$ cat config.mk
export PLATFORM = sky130hd
export DESIGN_NAME = reg_file_32
export DESIGN_NICKNAME = d
export VERILOG_FILES = /design/src/rtl/reg_file_32.sv
export SDC_FILE = /design/constraint.sdc
export NUM_CORES = 2
export LEC_CHECK = 0
export BUFFER_PORTS_ARGS = -buffer_cell sky130_fd_sc_hd__buf_2
export CAP_MARGIN = 20
export CELL_PAD_IN_SITES_DETAIL_PLACEMENT = 1
export CELL_PAD_IN_SITES_GLOBAL_PLACEMENT = 1
export CORE_ASPECT_RATIO = 1.75
export CORE_MARGIN = 2
export CORE_UTILIZATION = 33
export CTS_CLUSTER_DIAMETER = 40
export DETAILED_ROUTE_END_ITERATION = 10
export HOLD_SLACK_MARGIN = 0.03
export PLACE_DENSITY_LB_ADDON = 0.1
export SYNTH_ARGS = -nofsm -noshare
export SYNTH_HDL_FRONTEND = slang
export SYNTH_SLANG_ARGS = --single-unit
export TNS_END_PERCENT = 20
$ cat constraint.sdc
create_clock -name clk -period 4 [get_ports clk]
set_input_delay 0.2 -clock clk [delete_from_list [all_inputs] [get_ports clk]]
set_output_delay 0.2 -clock clk [all_outputs]
set_load 0.1 [all_outputs]
$ cat src/rtl/reg_file_32.sv
// ============================================================================
// reg_file_32 : 32-entry register file, one-hot decoded write port,
//               two registered read ports with optional write bypass.
// Revision    : 1.0
// ============================================================================
`default_nettype none

module reg_file_32 #(
  parameter int WIDTH  = 32,
  parameter bit BYPASS = 1'b1
) (
  input  logic             clk,
  input  logic             rst,
  input  logic             we0,
  input  logic [31:0]      wen0,
  input  logic [WIDTH-1:0] wdata0,
  input  logic [4:0]       raddr0,
  input  logic [4:0]       raddr1,
  output logic [WIDTH-1:0] rdata0,
  output logic [WIDTH-1:0] rdata1,
  output logic             err0,
  output logic [15:0]      wcnt0
);

  localparam int c_NREGS = 32;

  logic [WIDTH-1:0] regs_q [1:c_NREGS-1];
  logic [WIDTH-1:0] w_regs [c_NREGS];

  logic             w_onehot;
  logic             w_multi;
  logic             w_commit;
  logic [4:0]       w_idx;

  logic [WIDTH-1:0] rdata0_q, rdata0_d;
  logic [WIDTH-1:0] rdata1_q, rdata1_d;
  logic             err_q, err_d;
  logic [15:0]      wcnt_q, wcnt_d;

  // x & (x-1) clears the lowest set bit; zero result means at most one bit set.
  assign w_onehot = (wen0 != 32'd0) && ((wen0 & (wen0 - 32'd1)) == 32'd0);
  assign w_multi  = we0 && (wen0 != 32'd0) && !w_onehot;
  assign w_commit = we0 && w_onehot && !wen0[0];

  always_comb begin
    w_idx = 5'd0;
    for (int i = 0; i < c_NREGS; i++) begin
      if (wen0[i]) w_idx = 5'(i);
    end
  end

  generate
    for (genvar gi = 1; gi < c_NREGS; gi++) begin : g_reg
      always_ff @(posedge clk) begin
        if (rst) begin
          regs_q[gi] <= '0;
        end else if (w_commit && wen0[gi]) begin
          regs_q[gi] <= wdata0;
        end
      end
    end
  endgenerate

  always_comb begin
    w_regs[0] = '0;
    for (int i = 1; i < c_NREGS; i++) begin
      w_regs[i] = regs_q[i];
    end
  end

  always_comb begin
    rdata0_d = w_regs[raddr0];
    rdata1_d = w_regs[raddr1];
    if (BYPASS && w_commit && (w_idx == raddr0)) rdata0_d = wdata0;
    if (BYPASS && w_commit && (w_idx == raddr1)) rdata1_d = wdata0;
    // Bypass can never hit address 0 because a commit excludes index 0.
    err_d  = err_q | w_multi;
    wcnt_d = w_commit ? (wcnt_q + 16'd1) : wcnt_q;
  end

  always_ff @(posedge clk) begin
    if (rst) begin
      rdata0_q <= '0;
      rdata1_q <= '0;
      err_q    <= 1'b0;
      wcnt_q   <= 16'd0;
    end else begin
      rdata0_q <= rdata0_d;
      rdata1_q <= rdata1_d;
      err_q    <= err_d;
      wcnt_q   <= wcnt_d;
    end
  end

  assign rdata0 = rdata0_q;
  assign rdata1 = rdata1_q;
  assign err0   = err_q;
  assign wcnt0  = wcnt_q;

endmodule

`default_nettype wire

==> qor.csv <==
stage,metric,value,unit
logic_synthesis,synthFlopType,edfxtp_1,
power,ir_worst_vdd,0.359,mV
cells_and_area,fin_nets,3930,
clock_tree,post_cts_resized,0,
clock_tree,cts.htree.levels,4,
die,start_util,0.331,
timing,max_freq,285,MHz
drt,wirelength,244000,µm
cells_and_area,drive_gt1_frac,0.334,
global_routing,grt_use_met2,0.488,
clock_tree,root_buffer,clkbuf_16,
die,core-area,0.176,mm²
power,leakagePower,0.0266,µW
placement,gp_congestion,0.819,
clock_tree,cts_hold_buffers,31,
power,p_sw,8780,µW
drt,ant_nets,0,
timing,setup_viol,0,
global_routing,use_met1,0.325,
drt,drc,0,
timing,period_share,0.878,
drt,dr.pass1.iters,5,
logic_synthesis,syn-instance-count,3810,
clock_tree,cts_buffers,157,
drt,avgRoutedWirePerCell,39.2,µm
global_routing,busiest_layer,met2,
logic_synthesis,syn_avg_cell_area,15.3,µm²
die,dieArea,0.180,mm²
die,std_cell_rows,204,
worst_setup_path,arrival,3.94,ns
power,finalPower,31900,µW
worst_setup_path,critical_path_class,input pin to register,
worst_setup_path,critPathMaxFanout,32,
timing,tightestPinTransition,0.960,ns
timing,rsz0062_at_grt,false,
cells_and_area,fin_util,0.384,
clock_tree,clockBufferDepth,4,
job,maxCapViolations,0,
worst_hold_path,hp-start,wdata0[9],
die,die_w,322,µm
drt,vias_per_cell,6.13,
clock_tree,cts_sinks,1073,
timing,fin_skew,0.0502,ns
global_routing,grt_pass1_vias,41300,
logic_synthesis,synth_cell_types,58,
drt,drt_iter0_markers,3253,
logic_synthesis,synth_top_area_frac,0.512,
cells_and_area,fill_cells,17400,
timing,hold_ws,0.0737,ns
logic_synthesis,synth.area.top_cells,"edfxtp_1, mux4_2, and3_1",
timing,hold_viol_final,0,
global_routing,overflow,0,
clock_tree,cts_tree,built,
worst_setup_path,critPathLaunch,wen0[21],
logic_synthesis,yosysWarnings,0,
power,power-per-cell-area,471,mW/mm²
logic_synthesis,synth_edf_count,992,
clock_tree,clk_pin_slew,0.06,ns
global_routing,grt_pass1_wl,337000,µm
timing,slew_headroom,0.354,
worst_setup_path,critPathLaunchType,input pin,
cells_and_area,areaGrowthSynthToFinish,16.1,%
power,combPwrFrac,0.136,
global_routing,grt_max_degree,102,
timing,maxSlewViolCount,0,
logic_synthesis,async_flop_share,0,
timing,finalSetupTns,0,ns
logic_synthesis,synth_nets,3888,
power,pwr-share-clk,0.451,
drt,vias,38200,
clock_tree,clk_latency,0.82,ns
placement,hpwl,152000,µm
power,p_int,23100,µW
worst_setup_path,r2r-start,regs_q[0][1000]$_SDFFCE_PN0P_,
power,p_sw_frac,0.276,
global_routing,use_met3,0.0317,
die,io_pins,158,
clock_tree,cts_setup_buffers,0,
timing,period_minus_slack,3.51,ns
global_routing,antenna_found_initial,28,
logic_synthesis,ys_ff_latch,1073,
power,seqPwrFrac,0.412,
worst_setup_path,critPathCaptureType,register,
worst_hold_path,hold_class,input pin to register,
placement,io_buffer_count,157,
logic_synthesis,synth_area,0.0582,mm²
worst_setup_path,worstPathRequired,4.42,ns
logic_synthesis,synth_seq_area_share,0.540,
run_status,outcome,completed,
logic_synthesis,synth_top_area_cell,edfxtp_1,
global_routing,grt_util_all_layers,0.270,
die,dieHeight,560,µm
## per-layer routing
metal,vias to the layer above,routed length [µm]
met2,1328,129000
met5,-,54
li1,15600,-
met3,473,11800
met1,20800,93700
met4,8,10200
## synth_stat cells, types with 2 or more instances
cell and n:
mux4_2 576, dfxtp_1 81, or2_2 33, a31oi_1 2, mux2_2 38, mux2i_1 130, a211o_1 33, o31ai_1 11
a2111oi_0 2, edfxtp_1 992, o41ai_1 3, a211oi_1 6, clkbuf_1 352, a21oi_1 84, o21ai_1 31, a22o_1 31
a22oi_1 2, inv_1 9, xnor2_1 8, nor2b_1 12, nand4_1 11, or3_1 3, nor4_2 4, buf_6 97
nand3_1 10, or4_1 9, and3_1 998, o211ai_1 2, o21ai_0 15, buf_12 9, nor3_1 8, nand3_2 2
nand2_1 15, nand2b_1 33, buf_1 55, a21o_1 31, buf_2 14, nor4_1 9, nor2_1 30
## registers in the layout (all words and copies together), names as in the netlist
name and count:
wcnt0 16, regs_q 992, rdata0 32, rdata1 32, err0 1
## cell families (layout without fill, tap and decap cells)
logic type               Yosys count  count (layout)  synth area share
AO/OA/AOI/OAI                    261             261            0.0298
XOR/XNOR                           8               8           0.00120
adder cells (fa/ha/maj)            1               1          0.000215
buffers and inverters            537             693            0.0500
flip-flops                      1073            1073             0.540
multiplexers                     744             744             0.253
other                              0               5                 0
AND/OR/NAND/NOR                 1186            1186             0.127
## final cells by class
class                   instances  area (µm²)  share of cell area
diodes                          5        12.5            0.000185
repair buffers                411        4080              0.0603
well taps                    2266        2840              0.0419
clock buffers                 174        4080              0.0603
clock inverters                99        1180              0.0174
multi-input cells            2200       24000               0.355
flip-flops and latches       1073       31400               0.465
inverters                       9        33.8            0.000500
## metrics by stage
stage | cell area (µm²) | worst slack, ns | cells
floorplan | 58200 | 0.541 | 3810
global placement | 62000 | 0.266 | 5928
detailed placement | 62000 | 0.103 | 5928
CTS | 67600 | 0.631 | 6232
global route | 67600 | 0.430 | 6233
finish | 67600 | 0.488 | 6237
## critical path, stage by stage
cell and delay [ns]:
dlygate4sd3_1 0.52, buf_2 0.12, or4_1 0.82, o41ai_1 0.48
nand4_1 0.25, nor4_2 0.48, and3_4 0.33, buf_12 0.18
a21o_2 0.16, buf_12 0.33
## layout by cell type, fill, tap and decap left out, types with 17 or more instances in the layout
cell type / count
a211o_1: 33
a21o_2: 31
a21oi_1: 84
a22o_1: 31
and3_1: 997
buf_12: 99
buf_2: 146
buf_4: 128
bufinv_16: 19
clkbuf_16: 161
clkinv_2: 19
dfxtp_1: 81
dlygate4sd3_1: 31
edfxtp_1: 992
inv_6: 17
mux2_2: 38
mux2i_1: 130
mux4_2: 576
nand2b_1: 33
nor2_1: 30
o21ai_1: 31
or2_2: 33
## power groups by stage
stage          clock network (µW)  logic [µW]  registers, µW
2_1_floorplan                   0        2060          13800
3_3_place_gp                    0        4340          13300
3_5_place_dp                    0        4350          13400
4_1_cts                     14600        4380          13100
5_1_grt                     15000        4480          13200
6_report                    14400        4340          13100
## final timing paths
path | to | slack, ns | depth (start not counted)
min reg2reg | wcnt0[8]$_SDFFE_PP0P_ | 0.51 | 2
max | regs_q[0][484]$_SDFFCE_PN0P_ | 0.49 | 10
min | rdata0[9]$_SDFF_PP0_ | 0.07 | 3
max reg2reg | rdata0[8]$_SDFF_PP0_ | 1.82 | 5
Note: power is estimated with default switching activity, not from simulation.
